===== src/rtl/reversi_pkg.sv =====
// reversi_pkg: shared board definitions for the move scanner.
//   - 2-bit cell encoding (EMPTY, ENABLE, BLACK, WHITE)
//   - scanner FSM state type
//   - per-direction row/column deltas, in the scan order N, NE, E, SE, S, SW, W, NW
//   - cell index helper (row*8+col) and a cell extractor for the 128-bit board
//   - starting board constant
package reversi_pkg;

    localparam logic [1:0] EMPTY  = 2'd0;
    localparam logic [1:0] ENABLE = 2'd1;
    localparam logic [1:0] BLACK  = 2'd2;
    localparam logic [1:0] WHITE  = 2'd3;

    typedef enum logic [1:0] {
        ST_IDLE,
        ST_CHECK,
        ST_SCAN,
        ST_DONE
    } scan_state_t;

    // Two's complement 2-bit deltas: 2'b11 = -1, 2'b00 = 0, 2'b01 = +1
    localparam logic signed [1:0] DROW [8] = '{2'sb11, 2'sb11, 2'sb00, 2'sb01,
                                               2'sb01, 2'sb01, 2'sb00, 2'sb11};
    localparam logic signed [1:0] DCOL [8] = '{2'sb00, 2'sb01, 2'sb01, 2'sb01,
                                               2'sb00, 2'sb11, 2'sb11, 2'sb11};

    // White at (3,3),(4,4); black at (3,4),(4,3)
    localparam logic [127:0] INIT_BOARD = (128'd3 << 54) | (128'd2 << 56) |
                                          (128'd2 << 70) | (128'd3 << 72);

    function automatic logic [5:0] cell_idx(input logic [2:0] r, input logic [2:0] c);
        return {r, c};
    endfunction

    function automatic logic [1:0] cell_at(input logic [127:0] b, input logic [5:0] idx);
        return b[{idx, 1'b0} +: 2];
    endfunction

endpackage


===== src/rtl/dir_stepper.sv =====
// dir_stepper: combinational one-cell step from a cursor in a given direction.
// Ports:
//   i_row, i_col   current cursor
//   i_dir          direction 0..7 (N, NE, E, SE, S, SW, W, NW)
//   o_row, o_col   stepped cursor (meaningless when o_off_board is set)
//   o_off_board    step left the 8x8 board
module dir_stepper
    import reversi_pkg::*;
(
    input  logic [2:0] i_row,
    input  logic [2:0] i_col,
    input  logic [2:0] i_dir,
    output logic [2:0] o_row,
    output logic [2:0] o_col,
    output logic       o_off_board
);

    logic [1:0] w_drow;
    logic [1:0] w_dcol;
    logic [3:0] w_row;
    logic [3:0] w_col;

    assign w_drow = DROW[i_dir];
    assign w_dcol = DCOL[i_dir];

    // 4-bit sum: -1 wraps to 4'b1111 and 8 is 4'b1000, so bit 3 flags both exits
    assign w_row = {1'b0, i_row} + {{2{w_drow[1]}}, w_drow};
    assign w_col = {1'b0, i_col} + {{2{w_dcol[1]}}, w_dcol};

    assign o_row       = w_row[2:0];
    assign o_col       = w_col[2:0];
    assign o_off_board = w_row[3] | w_col[3];

endmodule


===== src/rtl/move_scanner.sv =====
// move_scanner: checks a proposed move against a snapshot of the board,
// walking all 8 directions one probe per cycle, and reports legality,
// a 64-bit flip mask and its popcount.
//
// state | meaning
// IDLE  | waiting for start; results from the last scan held
// CHECK | target cell tested for vacancy
// SCAN  | one probe per cycle along the current direction
// DONE  | done pulse; legal/flip_mask/flip_count valid
//
// Ports:
//   clk          system clock
//   resetn       asynchronous reset, active HIGH despite the name
//   board_state  128-bit board, cell i at bits [2i+1:2i]
//   start        request, accepted only in IDLE; row/col/player sampled with it
//   busy         high from the accepting edge until done
//   done         one-cycle result strobe
//   legal, flip_mask, flip_count   results, held until the next accept
module move_scanner
    import reversi_pkg::*;
#(
    parameter int N_DIRS = 8,
    parameter int CNT_W  = 6
) (
    input  logic             clk,
    input  logic             resetn,
    input  logic [127:0]     board_state,
    input  logic             start,
    input  logic [2:0]       row,
    input  logic [2:0]       col,
    input  logic             player,
    output logic             busy,
    output logic             done,
    output logic             legal,
    output logic [63:0]      flip_mask,
    output logic [CNT_W-1:0] flip_count
);

    scan_state_t      r_state;
    scan_state_t      w_next_state;

    logic [127:0]     r_snap;
    logic [2:0]       r_row;
    logic [2:0]       r_col;
    logic             r_player;
    logic [2:0]       r_dir;
    logic [2:0]       r_cur_row;
    logic [2:0]       r_cur_col;
    logic [63:0]      r_tent;
    logic [CNT_W-1:0] r_tcnt;
    logic [63:0]      r_mask;
    logic [CNT_W-1:0] r_count;
    logic             r_legal;

    logic [2:0]       w_step_row;
    logic [2:0]       w_step_col;
    logic             w_off;
    logic [5:0]       w_probe_idx;
    logic [1:0]       w_probe_cell;
    logic [1:0]       w_target_cell;
    logic [1:0]       w_own;
    logic [1:0]       w_opp;
    logic             w_vacant;
    logic             w_extend;
    logic             w_commit;
    logic             w_last_dir;
    logic [63:0]      w_mask_next;
    logic             w_busy;
    logic             w_done;

    dir_stepper u_stepper (
        .i_row       (r_cur_row),
        .i_col       (r_cur_col),
        .i_dir       (r_dir),
        .o_row       (w_step_row),
        .o_col       (w_step_col),
        .o_off_board (w_off)
    );

    assign w_probe_idx   = cell_idx(w_step_row, w_step_col);
    assign w_probe_cell  = cell_at(r_snap, w_probe_idx);
    assign w_target_cell = cell_at(r_snap, cell_idx(r_row, r_col));
    assign w_vacant      = (w_target_cell == EMPTY) || (w_target_cell == ENABLE);
    assign w_own         = r_player ? BLACK : WHITE;
    assign w_opp         = r_player ? WHITE : BLACK;

    // Opponent cell extends the run; anything else ends this direction,
    // and only an own-colour cell keeps the run.
    assign w_extend    = !w_off && (w_probe_cell == w_opp);
    assign w_commit    = !w_off && (w_probe_cell == w_own);
    assign w_last_dir  = (r_dir == 3'(N_DIRS - 1));
    assign w_mask_next = r_mask | (w_commit ? r_tent : 64'd0);

    always_ff @(posedge clk or posedge resetn) begin
        if (resetn) begin
            r_state <= ST_IDLE;
        end else begin
            r_state <= w_next_state;
        end
    end

    always_comb begin
        w_next_state = r_state;
        w_busy       = 1'b0;
        w_done       = 1'b0;
        case (r_state)
            ST_IDLE: begin
                if (start) begin
                    w_next_state = ST_CHECK;
                end
            end
            ST_CHECK: begin
                w_busy       = 1'b1;
                w_next_state = w_vacant ? ST_SCAN : ST_DONE;
            end
            ST_SCAN: begin
                w_busy = 1'b1;
                if (!w_extend && w_last_dir) begin
                    w_next_state = ST_DONE;
                end
            end
            ST_DONE: begin
                w_done       = 1'b1;
                w_next_state = ST_IDLE;
            end
            default: begin
                w_next_state = ST_IDLE;
            end
        endcase
    end

    always_ff @(posedge clk or posedge resetn) begin
        if (resetn) begin
            r_snap    <= '0;
            r_row     <= '0;
            r_col     <= '0;
            r_player  <= 1'b0;
            r_dir     <= '0;
            r_cur_row <= '0;
            r_cur_col <= '0;
            r_tent    <= '0;
            r_tcnt    <= '0;
            r_mask    <= '0;
            r_count   <= '0;
            r_legal   <= 1'b0;
        end else begin
            case (r_state)
                ST_IDLE: begin
                    if (start) begin
                        r_snap    <= board_state;
                        r_row     <= row;
                        r_col     <= col;
                        r_player  <= player;
                        r_dir     <= '0;
                        r_cur_row <= row;
                        r_cur_col <= col;
                        r_tent    <= '0;
                        r_tcnt    <= '0;
                        r_mask    <= '0;
                        r_count   <= '0;
                        r_legal   <= 1'b0;
                    end
                end
                ST_SCAN: begin
                    if (w_extend) begin
                        r_tent    <= r_tent | (64'd1 << w_probe_idx);
                        r_tcnt    <= r_tcnt + CNT_W'(1);
                        r_cur_row <= w_step_row;
                        r_cur_col <= w_step_col;
                    end else begin
                        if (w_commit) begin
                            r_mask  <= w_mask_next;
                            r_count <= r_count + r_tcnt;
                        end
                        // Legality is latched on the final probe so it is
                        // already valid in the DONE cycle.
                        if (w_last_dir) begin
                            r_legal <= (w_mask_next != 64'd0);
                        end
                        r_dir     <= r_dir + 3'd1;
                        r_cur_row <= r_row;
                        r_cur_col <= r_col;
                        r_tent    <= '0;
                        r_tcnt    <= '0;
                    end
                end
                default: begin
                end
            endcase
        end
    end

    assign busy       = w_busy;
    assign done       = w_done;
    assign legal      = r_legal;
    assign flip_mask  = r_mask;
    assign flip_count = r_count;

endmodule


===== config.mk =====
export PLATFORM = sky130hd
export DESIGN_NAME = move_scanner
export DESIGN_NICKNAME = d
export VERILOG_FILES = /design/src/rtl/reversi_pkg.sv /design/src/rtl/dir_stepper.sv /design/src/rtl/move_scanner.sv
export SDC_FILE = /design/constraint.sdc
export NUM_CORES = 1
export LEC_CHECK = 0
export CAP_MARGIN = 25
export CORE_MARGIN = 2
export CORE_UTILIZATION = 32
export DETAILED_ROUTE_END_ITERATION = 8
export PLACE_DENSITY_LB_ADDON = 0.2
export SYNTH_ARGS = -nofsm -noshare
export SYNTH_HDL_FRONTEND = slang
export SYNTH_SLANG_ARGS = --single-unit

===== constraint.sdc =====
create_clock -name clk -period 18.04 [get_ports clk]
set_input_delay 3.608 -clock clk [delete_from_list [all_inputs] [get_ports clk]]
set_output_delay 3.608 -clock clk [all_outputs]
set_load 0.02 [all_outputs]

==> flow_summary.yaml, run 1 <==
run_status:
  status: "finished, final reports clean"
clock_network:
  root_buffer: "clkbuf_16"
  clk_path_buf_depth: 3
  postCtsHoldBufs: 0
  cts_tree: "yes"
  clock_latency_ns: 0.52
  cts_num_sinks: 287
  cts.repair.resized: 0
  cts.htree.levels: 2
  cts_buffers: 34
  path_clk_slew_ns: 0.06
  postCtsSetupRepairBufs: 0
place:
  hpwl_mm: 25.5
  postPlaceCellArea_um2: 15900
  gp_congestion: 0.778
  portBuffers: 210
power:
  ir_drop_v: 0.000192
  p_per_area_nw_per_um2: 204
  leakage_nw: 7.29
  fin_total_pwr_w: 0.00349
route:
  drt-met1-wl_mm: 16.6
  drt_pass1_iterations: 5
  vias: 9211
  route.final.wire_length_mm: 36.8
  drtAntennaViolNets: 0
  highest_layer: "met5"
  drcViolationCount: 0
  met2_length_mm: 17.4
  wire_per_inst_um: 20.8
  vias_per_cell: 5.22
  drt_iter0_drc: 527
  wl_met3_mm: 2.18
logic_synthesis:
  mappedNetlistArea_um2: 13400
  synth.top_cell.area_share_pct: 53.7
  synth.distinct_cells: 58
  synth_edf_count: 0
  syn_inst: 1014
  synth_fp_nets: 1173
  ys.warnings.count: 0
  synthArstFlopShare_pct: 100
  ys_seq_area_share_pct: 53.7
  avgSynthCellArea_um2: 13.2
  yosys_most_used_dff: "dfrtp_1"
  synth_area_leader_cell: "dfrtp_1"
  synth-seq-cells: 287
  synthTopCellsByArea: "dfrtp_1 (54%), mux2_2 (12%), mux4_2 (8.8%)"
sta:
  clock_skew_ns: 0.0222
  rsz0062_at_grt: "no"
  slew_viol_final: 0
  min_period_over_period_pct: 32.0
  clock.fmax_ghz: 0.173
  setup_tns_ns: 0
  relSlewSlack_pct: 35.4
  hold_viol_final: 0
  worstMarginPinSlew_ns: 0.969
  setup_violations: 0
  post-route-min-period_ns: 5.78
critical_path:
  path_cells: "clkdlybuf4s50_1 > nand2_4 > o21ai_1 > buf_4 > nand2_2 > buf_4 > a22o_1"
  crit_type: "input port to flip-flop"
  worstPathArrival_ns: 6.22
  cp_max_fo: 69
  cp-start-kind: "input port"
  worstPathRequired_ns: 18.49
  crit_path_end_kind: "flip-flop"
  slowest_stage: "nand2_4"
  max_stage_delay_ns: 0.66
  cpMostUsedCell: "buf_4"
global_routing:
  gr-total-overflow: 0
  grt_pass1_vias: 9454
  grt_pass1_wl_mm: 57.4
  grt_use_total_pct: 17.0
  grt_antenna_before_repair: 6
  grt_max_degree: 139
floorplanning:
  fp.dieH_um: 208
  io_pins: 211
  core_um2: 41000
  row_count: 74
  start_util_pct: 32.6
  die_x_um: 208
  die-area_um2: 43400
finish:
  nNetsFinal: 1372
  final_area_um2: 17100
  syn_to_final_growth_pct: 27.8
  drive_above_1_share_pct: 22.7
hold_path:
  hold_path.class: "flip-flop to flip-flop"
flow_run:
  maxCapViolations: 0
path summary, 6_finish.rpt:
kind                       startpoint             to  slack (ns)  cells past startpoint
max in group asynchronous      resetn     r_snap[42]       13.12                      5
min in group asynchronous      resetn     r_snap[88]        3.37                      2
max reg2reg                  r_dir[1]  flip_mask[24]       13.18                     14
min                        r_snap[68]     r_snap[68]        0.50                      1
max                             start  flip_mask[24]       12.26                      7
min reg2reg                r_snap[68]     r_snap[68]        0.50                      1
cells in the mapped netlist, drive strengths merged (17+ instances only):
cell and number:
mux2 141, nor4 36, a21oi 81, a22o 64, buf 31, nand2 22
mux4 54, nor3 17, nor2 90, dfrtp 287, ha 19, clkbuf 35
where the power goes:
| group | switching [W] | internal (W) |
|---|---|---|
| clock network | 0.000265 | 0.000383 |
| registers | 0.000163 | 0.000853 |
| logic | 0.00103 | 0.000791 |
| total | 0.00146 | 0.00203 |
cell type report:
class / instances / area (µm²)
fill: 3880 / 23900
sequential: 287 / 7180
multi-input combinational: 646 / 5820
timing repair buffer: 229 / 2310
clock buffer: 50 / 1000
tap: 532 / 666
inverter: 15 / 63.8
clock inverter: 6 / 37.5
antenna: 1 / 2.50
state kept, by name, indices dropped and copies added (netlist names):
register    cells
r_dir           3
r_state         2
r_cur_col       3
r_tent         64
r_snap        128
flip_mask      64
r_cur_row       3
legal           1
flip_count      6
r_row           3
r_player        1
r_tcnt          6
r_col           3
per-stage QoR:
stage	utilization (%)	cells	worst slack (ns)	hold WS (ns)
floorplan	-	1014	6.51	0.474
global placement	38.8	1703	11.49	0.484
detailed placement	38.9	1705	11.47	0.488
CTS	41.4	1761	12.00	0.500
global route	41.6	1766	12.06	0.516
finish	41.6	1766	12.26	0.502
logic make-up after synthesis:
group / Yosys count / share of synthesized area [%]
AO/OA/AOI/OAI: 199 / 10.5
XOR/XNOR: 13 / 1.05
adder cells (fa/ha/maj): 21 / 2.08
buffers and inverters: 81 / 3.25
flip-flops: 287 / 53.7
multiplexers: 207 / 21.9
AND/OR/NAND/NOR: 206 / 7.47
placed cells by master, fill, tap and decap left out, drive strengths merged, types with 5 or more instances in the layout:
| master | count |
|---|---|
| ha | 19 |
| o22ai | 7 |
| nand3 | 7 |
| xnor2 | 8 |
| nand2b | 9 |
| buf | 19 |
| mux2 | 141 |
| nor4 | 36 |
| a22o | 64 |
| a21o | 5 |
| nor3 | 17 |
| xor2 | 5 |
| clkbuf | 50 |
| a21oi | 81 |
| inv | 17 |
| mux2i | 12 |
| clkdlybuf4s50 | 210 |
| a221o | 6 |
| a211oi | 7 |
| nor2 | 90 |
| nand2 | 22 |
| o21ai | 11 |
| dfrtp | 287 |
| nand4 | 11 |
| mux4 | 54 |
critical path, delay by kind of cell:
family          cells  cell delay (ns)
simple gates        2             0.73
buf+inv             3             1.27
compound gates      2             0.51
routing by layer:
layer / track usage, % / vias to the layer above
li1: - / 4241
met1: 23.7 / 4667
met2: 27.2 / 245
met3: 3.65 / 48
met4: 3.97 / 10
met5: 0 / -
Power figures use the tool's default switching activity.
==> inputs of run 2 (changes only) <==
==> constraint.sdc (replaced) <==
create_clock -name clk -period 5 [get_ports clk]
set_input_delay 1 -clock clk [delete_from_list [all_inputs] [get_ports clk]]
set_output_delay 1 -clock clk [all_outputs]
set_load 0.02 [all_outputs]
==> run 2 against run 1 <==
- clock skew is 0.0080 ns lower
- clock power rose to 3.8 times the previous value
- global-route usage increased by 0.58 points
- core utilization up 0.25 points
- worst setup slack worse by 12 ns
- critical path depth rose by 7
- critical path type is now flip-flop to flip-flop
- largest cell class unchanged
==> flow_summary.yaml, run 2 (synthesized netlist as in run 1, its figures left out) <==
run_status:
  status: "finished, final reports clean"
sta:
  setup_tns_ns: 0
  slew_viol_final: 0
  post-route-min-period_ns: 4.40
  clock_skew_ns: 0.0142
  hold_viol_final: 0
  relSlewSlack_pct: 39.3
  min_period_over_period_pct: 88.0
  clock.fmax_ghz: 0.227
  rsz0062_at_grt: "no"
  worstMarginPinSlew_ns: 0.911
  setup_violations: 0
global_routing:
  grt_pass1_vias: 9605
  gr-total-overflow: 0
  grt_use_total_pct: 17.6
  grt_max_degree: 87
  grt_pass1_wl_mm: 59.3
  grt_antenna_before_repair: 2
clock_network:
  cts.htree.levels: 2
  cts_buffers: 34
  postCtsHoldBufs: 0
  root_buffer: "clkbuf_16"
  clock_latency_ns: 0.54
  path_clk_slew_ns: 0.06
  cts.repair.resized: 0
  clk_path_buf_depth: 3
  cts_tree: "yes"
  postCtsSetupRepairBufs: 0
  cts_num_sinks: 287
route:
  drt_pass1_iterations: 5
  drtAntennaViolNets: 0
  wire_per_inst_um: 21.4
  drcViolationCount: 0
  route.final.wire_length_mm: 37.9
  vias: 9350
  drt_iter0_drc: 634
  vias_per_cell: 5.28
finish:
  seq_area_um2: 7180
  drive_above_1_share_pct: 23.1
  postLayoutCoreUtil_pct: 41.9
  nNetsFinal: 1378
  final_common_cell: "dfrtp_1"
  multi_input_area_um2: 5810
  largest_register: "r_snap"
  syn_to_final_growth_pct: 28.5
  largest_reg_flops: 128
  diodes: 0
  final_area_um2: 17200
  fillers: 3846
  layout_common_cells: "dfrtp_1 (287), clkdlybuf4s50_1 (210), mux2_2 (141)"
critical_path:
  crit_type: "flip-flop to flip-flop"
  path_cells: "inv_1 > ha_1 > nand2b_2 > xnor2_1 > ha_2 > buf_12 > mux4_2 > mux2_2 > o22ai_1 > o22ai_4 > xnor2_4 > a21oi_4 > buf_4 > nor2_1"
  slowest_stage: "ha_2"
  worstPathRequired_ns: 5.38
  worstPathArrival_ns: 4.78
  max_stage_delay_ns: 0.62
  cp-start-kind: "flip-flop"
  cp_max_fo: 66
  crit_path_end_kind: "flip-flop"
floorplanning:
  die-area_um2: 43400
  fp.dieH_um: 208
  core_um2: 41000
  die_x_um: 208
  io_pins: 211
  start_util_pct: 32.6
  row_count: 74
power:
  leakage_nw: 7.34
  ir_drop_v: 0.000554
  p_per_area_nw_per_um2: 747
flow_run:
  maxCapViolations: 0
place:
  hpwl_mm: 26.8
  gp_congestion: 0.781
  postPlaceCellArea_um2: 16100
  portBuffers: 210
hold_path:
  hold_path.class: "flip-flop to flip-flop"
run 2: changes by cell type in the layout (fill, tap and decap cells not counted), sizes merged:
| cell | before | now |
|---|---|---|
| clkinv | 4 | 5 |
| buf | 19 | 25 |
| clkinvlp | 0 | 1 |
| diode | 1 | 0 |
| inv | 17 | 16 |
| clkbuf | 50 | 48 |
| bufinv | 0 | 2 |
run 2: cell type report:
class                   instances  share of cell area [%]
flip-flops and latches        287                    41.8
multi-input cells             646                    33.8
repair buffers                235                    13.8
clock buffers                  48                    5.73
well taps                     532                    3.87
clock inverters                 9                   0.663
inverters                      15                   0.350
run 2: layer usage:
layer / vias to the layer above / GRT usage (%) / wire [µm]
met4: 4 / 3.62 / 580
met3: 46 / 3.61 / 1750
met2: 256 / 27.7 / 17700
met5: - / 0 / 28
met1: 4801 / 25.3 / 17800
li1: 4243 / - / -
run 2: per-stage QoR:
stage                     cells  setup slack, ns  power [W]  hold slack (ns)
after floorplan            1014            0.195    0.00843            0.474
after global placement     1714            0.651     0.0104            0.484
after detailed placement   1714            0.580     0.0104            0.487
after CTS                  1771            0.559     0.0130            0.500
after global routing       1772            0.313     0.0136            0.518
final                      1772            0.601     0.0128            0.499
run 2: critical path: cells and delay by family, from the launching register on:
family	cells	cell delay, ns
AOI/OAI and AO/OA	3	0.60
adders and majority gates	2	0.84
and+or+nand+nor	2	0.33
xor gates and xnor gates	2	0.41
buffers and inverters	3	0.93
muxes	2	0.66
DFF	1	0.39
run 2: path summary, 6_finish.rpt:
| kind | startpoint | end | slack (ns) | cells after the start |
|---|---|---|---|---|
| min in group asynchronous | resetn | r_snap[96] | 0.91 | 3 |
| setup / recovery | r_dir[0] | r_tent[26] | 0.60 | 14 |
| hold reg to reg | r_snap[60] | r_snap[60] | 0.50 | 1 |
| hold / removal | r_snap[60] | r_snap[60] | 0.50 | 1 |
| max in group asynchronous | resetn | r_snap[59] | 3.37 | 4 |
| setup reg to reg | r_dir[0] | r_tent[26] | 0.60 | 14 |
run 2: power breakdown:
group | internal [W] | total (W) | switching (W)
clock | 0.00148 | 0.00247 | 0.000990
combinational | 0.00294 | 0.00668 | 0.00375
sequential | 0.00308 | 0.00368 | 0.000603
==> inputs of run 3 (changes only) <==
--- a/config.mk
+++ b/config.mk
@@ -12,4 +12,5 @@
 export PLACE_DENSITY_LB_ADDON = 0.2
 export SYNTH_ARGS = -nofsm -noshare
 export SYNTH_HDL_FRONTEND = slang
+export SYNTH_HIERARCHICAL = 1
 export SYNTH_SLANG_ARGS = --single-unit
==> run 3 against run 2 <==
- sequential power grew 4%
- global-route usage grew 0.70 points
- combinational power rose by 3%
- synthesized cell count is 10% higher
- clock-buffer cell count increased by 1
- hold slack gained 0.0027 ns
- area after synthesis grew 0.29%
- die area rose by 0.29%
- worst setup slack got worse by 0.15 ns
- core utilization is 0.41 points higher
- final cell count rose by 5.8%
- largest power group unchanged
==> flow_summary.yaml, run 3 <==
run_status:
  status: "finished, final reports clean"
logic_synthesis:
  syn_inst: 1117
  synthArstFlopShare_pct: 100
  mappedNetlistArea_um2: 13400
  synth_area_leader_cell: "dfrtp_1"
  yosys_most_used_dff: "dfrtp_1"
  synth-seq-cells: 287
  synth_edf_count: 0
  synth_fp_nets: 1274
  avgSynthCellArea_um2: 12.0
  ys.warnings.count: 6
  synth.distinct_cells: 62
  synthTopCellsByArea: "dfrtp_1 (54%), mux2_2 (12%), a21oi_1 (5.6%)"
  synth_most_common_cell: "dfrtp_1"
  yosys-top-cells-count: "dfrtp_1 (287), a21oi_1 (149), mux2_2 (137)"
  ys_seq_area_share_pct: 53.6
  synth.top_cell.area_share_pct: 53.6
sta:
  setup_slack_ns: 0.451
  hold_viol_final: 0
  rsz0062_at_grt: "no"
  clock_skew_ns: 0.0140
  slew_viol_final: 0
  relSlewSlack_pct: 35.9
  post-route-min-period_ns: 4.55
  clock.fmax_ghz: 0.220
  min_period_over_period_pct: 91.0
  worstMarginPinSlew_ns: 0.953
  setup_tns_ns: 0
  setup_violations: 0
place:
  portBuffers: 210
  postPlaceCellArea_um2: 16100
  hpwl_mm: 28.4
  post-place-ws_ns: 0.527
  gp_congestion: 0.828
global_routing:
  gr-total-overflow: 0
  grt_use_total_pct: 18.3
  grt_pass1_vias: 10228
  grt_max_degree: 141
  grt_pass1_wl_mm: 62.2
  grt_antenna_before_repair: 4
power:
  combPwrFrac_pct: 51.3
  fin_total_pwr_w: 0.0134
  clkPwrFrac_pct: 20.0
  p_per_area_nw_per_um2: 770
  internal-power_w: 0.00771
  seqPwrFrac_pct: 28.7
  ir_drop_v: 0.000871
  power.switching_w: 0.00568
  swShare_pct: 42.4
  leakage_nw: 7.53
finish:
  final_area_um2: 17400
  final_common_cell: "dfrtp_1"
  nNetsFinal: 1476
  syn_to_final_growth_pct: 29.7
  largest_register: "r_snap"
  layout_common_cells: "dfrtp_1 (287), clkdlybuf4s50_1 (210), a21oi_1 (149)"
  fillers: 3910
  largest_reg_flops: 128
  drive_above_1_share_pct: 20.2
critical_path:
  reg2reg_to: "r_tent[16]"
  rr_startpoint: "r_dir[1]"
  cp_num_cells: 12
  ff2ff_setup_slack_ns: 0.45
  worstPathArrival_ns: 5.00
  worstPathRequired_ns: 5.45
  cp-start-kind: "flip-flop"
  crit_path_end_kind: "flip-flop"
  critPathBufInv: 1
  crit_type: "flip-flop to flip-flop"
  slowest_stage: "ha_4"
  crit_family: "simple AND/OR/NAND/NOR gates"
  crit_path_start: "r_dir[1]"
  cp_max_fo: 38
  path_cells: "or2_2 > ha_2 > ha_4 > mux4_2 > a22o_1 > a31o_1 > or4_1 > a211oi_2 > o211ai_2 > and2_2 > buf_12 > nor2_1"
  max_stage_delay_ns: 0.63
  reg2reg_depth: 12
  setup.worst_path.end: "r_tent[16]"
route:
  route.final.wire_length_mm: 39.7
  drt_iter0_drc: 621
  vias_per_cell: 5.35
  wire_per_inst_um: 21.2
  drtAntennaViolNets: 0
  drcViolationCount: 0
  vias: 10021
  drt_pass1_iterations: 7
clock_network:
  postCtsSetupRepairBufs: 0
  postCtsHoldBufs: 0
  cts_tree: "yes"
  cts_num_sinks: 287
  root_buffer: "clkbuf_16"
  cts.htree.levels: 2
  clk_path_buf_depth: 3
  path_clk_slew_ns: 0.06
  cts.repair.resized: 0
  cts_buffers: 35
  clock_latency_ns: 0.53
hold_path:
  hold_path.class: "flip-flop to flip-flop"
floorplanning:
  die_x_um: 209
  fp.dieH_um: 209
  start_util_pct: 32.6
  die-area_um2: 43500
  row_count: 74
  io_pins: 211
  core_um2: 41100
flow_run:
  maxCapViolations: 0
==> run 3: power groups by stage <==
stage,Clock (W),Combinational [W],Sequential [W]
3_3_place_gp,0,0.00676,0.00386
4_1_cts,0.00274,0.00690,0.00384
6_report,0.00267,0.00687,0.00384
3_5_place_dp,0,0.00687,0.00388
2_1_floorplan,0,0.00501,0.00356
5_1_grt,0.00284,0.00745,0.00395
==> run 3: final cells by class <==
| class | instances | area (µm²) | share of cell area (%) |
|---|---|---|---|
| Inverter | 8 | 33.8 | 0.194 |
| Antenna cell | 1 | 2.50 | 0.0144 |
| Multi-Input combinational cell | 743 | 5860 | 33.7 |
| Clock buffer | 49 | 1040 | 5.99 |
| Timing Repair Buffer | 244 | 2430 | 14.0 |
| Tap cell | 532 | 666 | 3.83 |
| Sequential cell | 287 | 7180 | 41.3 |
| Clock inverter | 10 | 180 | 1.04 |
==> run 3: stage by stage <==
stage | hold slack, ns | util, % | cells
CTS | 0.505 | 42.2 | 1871
global route | 0.518 | 42.3 | 1873
floorplan | 0.456 | - | 1117
finish | 0.502 | 42.3 | 1874
global placement | 0.489 | 39.2 | 1812
detailed placement | 0.493 | 39.2 | 1812
==> run 3: layer usage <==
layer | track usage (%) | routed length [µm] | share of wire [%]
met1 | 25.3 | 18000 | 45
met2 | 29.4 | 18700 | 47
met4 | 5.22 | 848 | 2.1
met3 | 3.43 | 2120 | 5.3
met5 | 0 | 43 | 0.11
==> run 3: cells by family (layout without fill, tap and decap cells) <==
kind of cell,Yosys count,after routing,share of synthesized area [%]
flops,287,287,53.6
compound gates,281,281,12.3
mux,224,224,20.6
simple gates,210,210,7.90
buf+inv,87,311,3.10
fa+ha+maj,19,19,1.89
xor+xnor,9,9,0.588
other cells,0,1,0
==> run 3: worst min path at each step <==
| stage | from | endpoint | slack (ns) | cells after the start |
|---|---|---|---|---|
| 2_1_floorplan | r_cur_row[2] | r_cur_row[2] | 0.46 | 2 |
| 3_3_place_gp | r_snap[36] | r_snap[36] | 0.49 | 1 |
| 3_5_place_dp | r_snap[80] | r_snap[80] | 0.49 | 1 |
| 4_1_cts | r_snap[80] | r_snap[80] | 0.50 | 1 |
| 5_1_grt | r_snap[80] | r_snap[80] | 0.52 | 1 |
| 6_report | r_snap[100] | r_snap[100] | 0.50 | 1 |
==> run 3: worst reg2reg max path, stage by stage, from the launching register on <==
cell and delay, ns:
dfrtp_1 0.45, or2_2 0.33, ha_2 0.20, ha_4 0.64, mux4_2 0.40, a22o_1 0.25, a31o_1 0.20, or4_1 0.45
a211oi_2 0.48, o211ai_2 0.19, and2_2 0.48, buf_12 0.29, nor2_1 0.13
